### src/rtl/cnt_sched.sv
// cnt_sched: round-robin owner of one shared W-bit interval counter across N_REQ requesters.
// Optional CNT_SCHED_BACK2BACK_EN: re-arbitrate in DONE so consecutive grants need no IDLE gap.
module cnt_sched #(
  parameter int N_REQ = 4,
  parameter int W     = 8
) (
  input  logic               clk,
  input  logic               rst,
  input  logic               en,
  input  logic [N_REQ-1:0]   req,
  input  logic [N_REQ*W-1:0] lim,
  output logic [N_REQ-1:0]   gnt,
  output logic               busy,
  output logic [W-1:0]       cnt_val,
  output logic [N_REQ-1:0]   done,
  output logic               abort
);
  localparam int IW = (N_REQ > 1) ? $clog2(N_REQ) : 1;

  typedef enum logic [1:0] {IDLE, RUN, DONE} state_t;

  state_t                      state, state_n;
  logic [N_REQ-1:0]            gnt_n;
  logic [IW-1:0]               owner, owner_n, last, last_n;
  logic [W-1:0]                lim_l, lim_n, cnt_n;
  logic                        abort_r, abort_n;
  logic [N_REQ-1:0][W-1:0]     lim_a;
  logic [IW-1:0]               arb_base, arb_start, arb_idx, idx;
  logic                        arb_hit;

  for (genvar i = 0; i < N_REQ; i++) begin : g_lim
    assign lim_a[i] = lim[i*W +: W];
  end

  // Search starts one past the most recently served index (owner in DONE).
  always_comb begin
    arb_base  = (state == DONE) ? owner : last;
    arb_start = (arb_base == IW'(N_REQ-1)) ? '0 : arb_base + IW'(1);
    arb_hit   = 1'b0;
    arb_idx   = '0;
    idx       = '0;
    // Walk from farthest to nearest so the nearest set bit wins.
    for (int i = N_REQ-1; i >= 0; i--) begin
      idx = IW'((int'(arb_start) + i) % N_REQ);
      if (req[idx]) begin
        arb_hit = 1'b1;
        arb_idx = idx;
      end
    end
  end

  always_comb begin
    state_n = state;
    gnt_n   = gnt;
    owner_n = owner;
    last_n  = last;
    lim_n   = lim_l;
    cnt_n   = cnt_val;
    abort_n = 1'b0;
    case (state)
      IDLE: begin
        cnt_n = '0;
        if (arb_hit) begin
          state_n = RUN;
          gnt_n   = {{(N_REQ-1){1'b0}}, 1'b1} << arb_idx;
          owner_n = arb_idx;
          lim_n   = lim_a[arb_idx];
        end
      end
      RUN: begin
        if (!req[owner]) begin
          state_n = IDLE;
          gnt_n   = '0;
          abort_n = 1'b1;
          last_n  = owner;
          cnt_n   = '0;
        end else if (cnt_val == lim_l) begin
          state_n = DONE;
        end else if (en) begin
          cnt_n = cnt_val + W'(1);
        end
      end
      DONE: begin
        last_n  = owner;
        state_n = IDLE;
        gnt_n   = '0;
        cnt_n   = '0;
`ifdef CNT_SCHED_BACK2BACK_EN
        if (arb_hit) begin
          state_n = RUN;
          gnt_n   = {{(N_REQ-1){1'b0}}, 1'b1} << arb_idx;
          owner_n = arb_idx;
          lim_n   = lim_a[arb_idx];
        end
`endif
      end
      default: begin
        state_n = IDLE;
        gnt_n   = '0;
        cnt_n   = '0;
      end
    endcase
  end

  always_ff @(posedge clk) begin
    if (!rst) begin
      state   <= IDLE;
      gnt     <= '0;
      owner   <= '0;
      last    <= IW'(N_REQ-1);
      lim_l   <= '0;
      cnt_val <= '0;
      abort_r <= 1'b0;
    end else begin
      state   <= state_n;
      gnt     <= gnt_n;
      owner   <= owner_n;
      last    <= last_n;
      lim_l   <= lim_n;
      cnt_val <= cnt_n;
      abort_r <= abort_n;
    end
  end

  assign busy  = (state != IDLE);
  assign done  = (state == DONE) ? gnt : '0;
  assign abort = abort_r;

endmodule

### config.mk
export PLATFORM = sky130hd
export DESIGN_NAME = cnt_sched
export DESIGN_NICKNAME = d
export VERILOG_FILES = /design/src/rtl/cnt_sched.sv
export SDC_FILE = /design/constraint.sdc
export NUM_CORES = 1
export LEC_CHECK = 0
export BUFFER_PORTS_ARGS = -buffer_cell sky130_fd_sc_hd__buf_2
export CORE_UTILIZATION = 50
export DETAILED_ROUTE_END_ITERATION = 10
export GPL_TIMING_DRIVEN = 0
export PLACE_DENSITY = 0.8
export SLEW_MARGIN = 20
export SYNTH_ARGS = -nofsm -noshare
export SYNTH_HDL_FRONTEND = slang
export SYNTH_SLANG_ARGS = --single-unit
### constraint.sdc
create_clock -name clk -period 2.21 [get_ports clk]
set_input_delay 0.3315 -clock clk [delete_from_list [all_inputs] [get_ports clk]]
set_output_delay 0.3315 -clock clk [all_outputs]
set_load 0.02 [all_outputs]
==> key figures, run 1 <==
Outcome
  – Outcome: complete, no violations

Yosys
  – Synth unique cells: 44
  – Synth async-reset ratio: 0
  – Yosys warns: 0
  – Seq cells post-synth: 27
  – EDFF count, synth: 0
  – Gate Count Post-Synth: 187
  – Sequential element share of the synthesized area: 0.3298
  – Ys flop type: dfxtp_1
  – Post-synthesis net count: 227
  – Synthesized area per cell: 8.765 um2
  – Post-Synthesis Cell Area: 1639 um2

Floorplan
  – Die area: 3511 um2
  – Core area: 3078 um2
  – IO Count: 57
  – Height of the die: 59.26 um
  – FP Rows: 20
  – Initial Util: 0.5325
  – Die Span X: 59.26 um

Drt
  – First-pass detailed-route iteration total: 4
  – Initial DRC count: 36
  – Final WL: 3.603 mm
  – Routed Antenna Nets: 0
  – Via count: 1550
  – Vias per inst: 5.345
  – WL/cell: 12.42 um
  – Drt drc: 0

Setup path
  – Reg-to-reg setup timing slack: 0.23 ns
  – CP max-delay cell: dfxtp_1
  – RR Startpoint: state[1]$_SDFFE_PN0P_
  – Total stage count of the critical path: 7
  – CP Max Fanout: 10
  – CP Cell Sequence: nor2b_4, mux2i_2, nand2b_1, buf_2, nand2_4, mux2i_1, o211ai_1
  – Worst Setup Start Kind: flip-flop
  – Crit path from: state[1]$_SDFFE_PN0P_
  – Setup crit end: lim_l[3]$_SDFFE_PN0P_
  – FF-to-FF path depth: 7
  – Crit path DAT: 2.20 ns
  – CP Buf/Inv Count: 1
  – Crit Reg-Reg Endpoint: lim_l[3]$_SDFFE_PN0P_
  – CP max stage delay: 0.47 ns
  – Kind of critical path: reg2reg
  – CP Capture Type: flip-flop
  – CP delay by family, top: simple AND/OR/NAND/NOR gates
  – WP data required: 2.43 ns

Final layout
  – Area added between synthesis and finish: 22.06%
  – FF/Latch Area: 540.5 um2
  – Commonest non-fill, non-tap cell in the layout: buf_2
  – Filler instances: 300
  – Commonest non-fill, non-tap cells in the layout: buf_2 (57), dfxtp_1 (27), nand2_1 (17)
  – Final instance area: 2001 um2
  – Share of layout cells above drive strength 1: 0.3089
  – Fin cells: 290
  – Footprint of the multi-input gates: 1040 um2
  – ANT cells: 0
  – Final #Nets: 287

Placement
  – Placer Congestion: 0.7840
  – Dpl ws: 0.2092 ns
  – I/O Buffers: 55
  – Detailed Place HPWL: 2.832 mm
  – DP Area: 1969 um2
  – Placed instance count: 286

STA
  – Final setup TNS: 0 ns
  – Final Hold Slack: 0.2972 ns
  – Slew margin rel.: 0.5549
  – RSZ-0062 raised after global routing: false
  – Slew @ Worst Pin: 0.6616 ns
  – Period utilization: 0.8951
  – Setup ws final: 0.2319 ns
  – Setup Skew: 0.005343 ns
  – Hold Fails Final Rpt: 0
  – F_max: 505.5 MHz
  – # setup viols final: 0
  – Max Slew Vio Count: 0
  – Final Critical Period: 1.978 ns

CTS
  – Setup Fix Bufs, Post-CTS: 0
  – Clock slew at reported path FFs: 0.14 ns
  – Clock root cell: clkbuf_4
  – H-tree levels: 1
  – Clock Sinks: 27
  – Clock buffer depth: 2
  – Worst-Skew Late Latency: 0.33 ns
  – CTS tree: built
  – Num CTS Buffers: 3

Power
  – LEAKAGE: 0.8411 nW
  – Combinational Power Share: 0.399
  – Sequential power share: 0.449
  – Sw Share: 0.3707
  – Clk network pwr share: 0.152
  – NetSw: 0.5178 mW
  – PwrDens: 698.2 nW/um2
  – Maximum vdd drop: 0.4716 mV
  – Pint: 0.8791 mW

Global route
  – Largest net degree at the start of global routing: 16
  – Vias in the first global route: 1418
  – Tot GR Track Use: 0.2221
  – Grt total ovfl: 0
  – Initial antenna violation count: 0
  – First-pass GRT wire length: 5.968 mm

Job
  – Max_cap viols: 0

Min path
  – Worst min path class: in2reg
[cells in the mapped netlist (all sizes together), types with 4 or more instances]
| library cell | n | area, um2 |
|---|---|---|
| o21ai | 14 | 85.09 |
| and2 | 4 | 25.02 |
| buf | 5 | 32.53 |
| mux2i | 11 | 110.1 |
| nand2b | 4 | 25.02 |
| nor2b | 4 | 32.53 |
| o211ai | 9 | 67.56 |
| dfxtp | 27 | 540.5 |
| nor2 | 16 | 60.06 |
| nand3 | 13 | 70.07 |
| nor4 | 4 | 25.02 |
| nand2 | 18 | 75.07 |
| inv | 6 | 22.52 |
| xnor2 | 14 | 122.6 |
| a211o | 8 | 70.07 |
[what timing repair did]
| action | 4_1_cts | 5_1_grt |
|---|---|---|
| hold buffers | 0 | 0 |
| setup endpoints to repair | 0 | 1 |
| resized for setup | 0 | 1 |
[area by class of cell]
| class | instances | area share |
|---|---|---|
| multi-input cells | 147 | 0.5197 |
| well taps | 44 | 0.02752 |
| clock buffers | 3 | 0.01126 |
| clock inverters | 1 | 0.002502 |
| flip-flops and latches | 27 | 0.2702 |
| repair buffers | 55 | 0.1376 |
| plain buffers | 7 | 0.02001 |
| inverters | 6 | 0.01126 |
[worst register-to-register path, cell delays in order, from the launching register on]
cell      delay, ns
dfxtp_1        0.47
nor2b_4        0.25
mux2i_2        0.30
nand2b_1       0.14
buf_2          0.22
nand2_4        0.16
mux2i_1        0.23
o211ai_1       0.10
[power groups by stage]
stage               clock (mW)  sequential (mW)  combinational [mW]
floorplan                    0            0.640               0.408
global placement             0            0.637               0.544
detailed placement           0            0.638               0.553
CTS                      0.219            0.626               0.554
global route             0.242            0.637               0.620
finish                   0.212            0.627               0.557
[cell families (layout without fill, tap and decap cells)]
kind of cell	count (synthesis)	after routing	synth area share
adder cells (fa/ha/maj)	1	1	0.007632
multiplexers	12	12	0.08092
XOR/XNOR	15	15	0.08016
flip-flops	27	27	0.3298
AO/OA/AOI/OAI	44	44	0.2229
AND/OR/NAND/NOR	75	75	0.2405
buffers and inverters	13	72	0.03817
[flip-flops by register name (all words and copies together), names as in the netlist]
register	count
cnt_val	8
abort	1
last	2
state	2
owner	2
lim_l	8
gnt	4
[through the flow]
stage,utilization,power (mW)
5_1_grt,0.6500,1.499
3_3_place_gp,0.6398,1.181
2_1_floorplan,-,1.048
4_1_cts,0.6488,1.400
3_5_place_dp,0.6398,1.191
6_report,0.6500,1.397
[routing by layer]
layer | GRT usage | vias to the layer above | share of wire
met5 | 0 | - | 0
met4 | 0.04422 | 0 | 0.013
met3 | 0.04803 | 6 | 0.074
met2 | 0.3804 | 67 | 0.48
met1 | 0.2863 | 686 | 0.43
li1 | - | 791 | -
[worst min path at each step]
stage	startpoint	depth (start not counted)	to
after floorplan	last[0]$_SDFFE_PN1P_	2	last[0]$_SDFFE_PN1P_
after global placement	gnt[3]$_SDFFE_PN0P_	2	gnt[3]$_SDFFE_PN0P_
after detailed placement	gnt[1]$_SDFFE_PN0P_	2	gnt[1]$_SDFFE_PN0P_
after CTS	lim[8]	3	lim_l[0]$_SDFFE_PN0P_
after global routing	lim[14]	3	lim_l[6]$_SDFFE_PN0P_
final	lim[8]	3	lim_l[0]$_SDFFE_PN0P_
Power figures use the tool's default switching activity.
==> run 2, diff against run 1 <==
--- a/config.mk
+++ b/config.mk
@@ -6,10 +6,12 @@
 export NUM_CORES = 1
 export LEC_CHECK = 0
 export BUFFER_PORTS_ARGS = -buffer_cell sky130_fd_sc_hd__buf_2
-export CORE_UTILIZATION = 50
+export CAP_MARGIN = 20
+export CORE_MARGIN = 5
+export CORE_UTILIZATION = 53
 export DETAILED_ROUTE_END_ITERATION = 10
 export GPL_TIMING_DRIVEN = 0
-export PLACE_DENSITY = 0.8
+export PLACE_DENSITY = 0.84
 export SLEW_MARGIN = 20
 export SYNTH_ARGS = -nofsm -noshare
 export SYNTH_HDL_FRONTEND = slang
==> constraint.sdc (replaced) <==
create_clock -name clk -period 2.4 [get_ports clk]
set_input_delay 0.36 -clock clk [delete_from_list [all_inputs] [get_ports clk]]
set_output_delay 0.36 -clock clk [all_outputs]
set_load 0.02 [all_outputs]
==> key figures, run 2 (synthesized netlist as in run 1, its figures left out) <==
Outcome
  – Outcome: complete, no violations

STA
  – Final setup TNS: 0 ns
  – Final Critical Period: 1.980 ns
  – Setup Skew: 0.008549 ns
  – # setup viols final: 0
  – RSZ-0062 raised after global routing: false
  – Max Slew Vio Count: 0
  – Slew margin rel.: 0.5723
  – F_max: 505.0 MHz
  – Period utilization: 0.8250
  – Hold Fails Final Rpt: 0
  – Slew @ Worst Pin: 0.6357 ns

Setup path
  – CP max-delay cell: dfxtp_1
  – CP max stage delay: 0.47 ns
  – CP Max Fanout: 10
  – CP Cell Sequence: nor2b_4, mux2i_1, nor3_1, a31oi_1, buf_4, nor2_1, a22o_1
  – Worst Setup Start Kind: flip-flop
  – CP Capture Type: flip-flop
  – Crit path DAT: 2.23 ns
  – Reg-to-reg setup timing slack: 0.42 ns
  – RR Startpoint: state[1]$_SDFFE_PN0P_
  – Crit path from: state[1]$_SDFFE_PN0P_
  – WP data required: 2.65 ns
  – Kind of critical path: reg2reg

Final layout
  – Share of layout cells above drive strength 1: 0.3049
  – ANT cells: 0
  – Final #Nets: 287
  – Commonest non-fill, non-tap cell in the layout: buf_2
  – Area added between synthesis and finish: 20.99%
  – Filler instances: 257
  – Commonest non-fill, non-tap cells in the layout: buf_2 (57), dfxtp_1 (27), nand2_1 (17)
  – Largest regs: cnt_val (8), lim_l (8), gnt (4)

CTS
  – Post-cts resize count: 0
  – H-tree levels: 1
  – Setup Fix Bufs, Post-CTS: 0
  – Num CTS Buffers: 3
  – Clock slew at reported path FFs: 0.15 ns
  – Worst-Skew Late Latency: 0.33 ns
  – CTS tree: built
  – Clock root cell: clkbuf_4
  – Clock Sinks: 27
  – Clock buffer depth: 2
  – Hold-fix buffers at CTS: 0

Global route
  – Initial antenna violation count: 0
  – Largest net degree at the start of global routing: 16
  – Tot GR Track Use: 0.1896
  – Grt total ovfl: 0
  – Vias in the first global route: 1450
  – First-pass GRT wire length: 6.334 mm

Floorplan
  – Initial Util: 0.5458
  – Height of the die: 65.61 um
  – IO Count: 57
  – Die area: 4305 um2
  – Die Span X: 65.61 um
  – FP Rows: 20
  – Core area: 3003 um2

Placement
  – Placer Congestion: 0.8855
  – Detailed Place HPWL: 3.104 mm
  – I/O Buffers: 55

Min path
  – Hold Crit Start: rst
  – Worst min path class: in2reg

Drt
  – Final WL: 3.853 mm
  – First-pass detailed-route iteration total: 4
  – Initial DRC count: 58
  – Vias per inst: 5.538
  – Drt drc: 0
  – WL/cell: 13.81 um
  – Routed Antenna Nets: 0
  – Via count: 1545

Power
  – PwrDens: 648.3 nW/um2
  – Pwr Total: 1.286 mW
  – LEAKAGE: 0.8367 nW
  – Maximum vdd drop: 0.4726 mV

Job
  – Max_cap viols: 0
==> run 2: path summary, 6_finish.rpt <==
| kind | end | cells past startpoint |
|---|---|---|
| setup / recovery | gnt[2]$_SDFFE_PN0P_ | 7 |
| hold / removal | last[1]$_SDFFE_PN1P_ | 2 |
| setup reg to reg | gnt[2]$_SDFFE_PN0P_ | 7 |
| hold reg to reg | gnt[1]$_SDFFE_PN0P_ | 2 |
==> run 2: per-layer routing <==
layer  vias up  global-route usage  share of wire
li1        787                   -              -
met1       700              0.2387           0.44
met2        49              0.3059           0.48
met3         9             0.04786          0.056
met4         0             0.08031          0.023
met5         -                   0              0
==> run 2: power breakdown <==
part           switching (mW)  internal, mW
combinational           0.280         0.229
clock                   0.135        0.0627
sequential             0.0629         0.516
==> run 2: cell type report <==
class / count / area [um2] / share of cell area
multi-input cells: 147 / 1036 / 0.5224
clock inverters: 1 / 5.005 / 0.002524
clock buffers: 3 / 22.52 / 0.01136
well taps: 33 / 41.29 / 0.02082
inverters: 6 / 22.52 / 0.01136
repair buffers: 55 / 275.3 / 0.1388
flip-flops and latches: 27 / 540.5 / 0.2726
plain buffers: 7 / 40.04 / 0.02019
==> run 2: through the flow <==
| stage | cell area (um2) | util | cells | setup slack, ns | hold WS [ns] |
|---|---|---|---|---|---|
| after floorplan | 1639 | - | 187 | 0.7046 | 0.4408 |
| after global placement | 1956 | 0.6513 | 275 | 0.4168 | 0.4499 |
| after detailed placement | 1956 | 0.6513 | 275 | 0.3479 | 0.4554 |
| after CTS | 1983 | 0.6604 | 279 | 0.4403 | 0.3187 |
| after global routing | 1983 | 0.6604 | 279 | 0.2388 | 0.3139 |
| final | 1983 | 0.6604 | 279 | 0.4199 | 0.3242 |
==> run 2: worst max-delay path, delay by kind of cell (launching register included) <==
kind	cells	cell delay [ns]
DFF	1	0.47
AOI/OAI and AO/OA	2	0.45
and+or+nand+nor	3	0.43
muxes	1	0.33
buffers and inverters	1	0.22
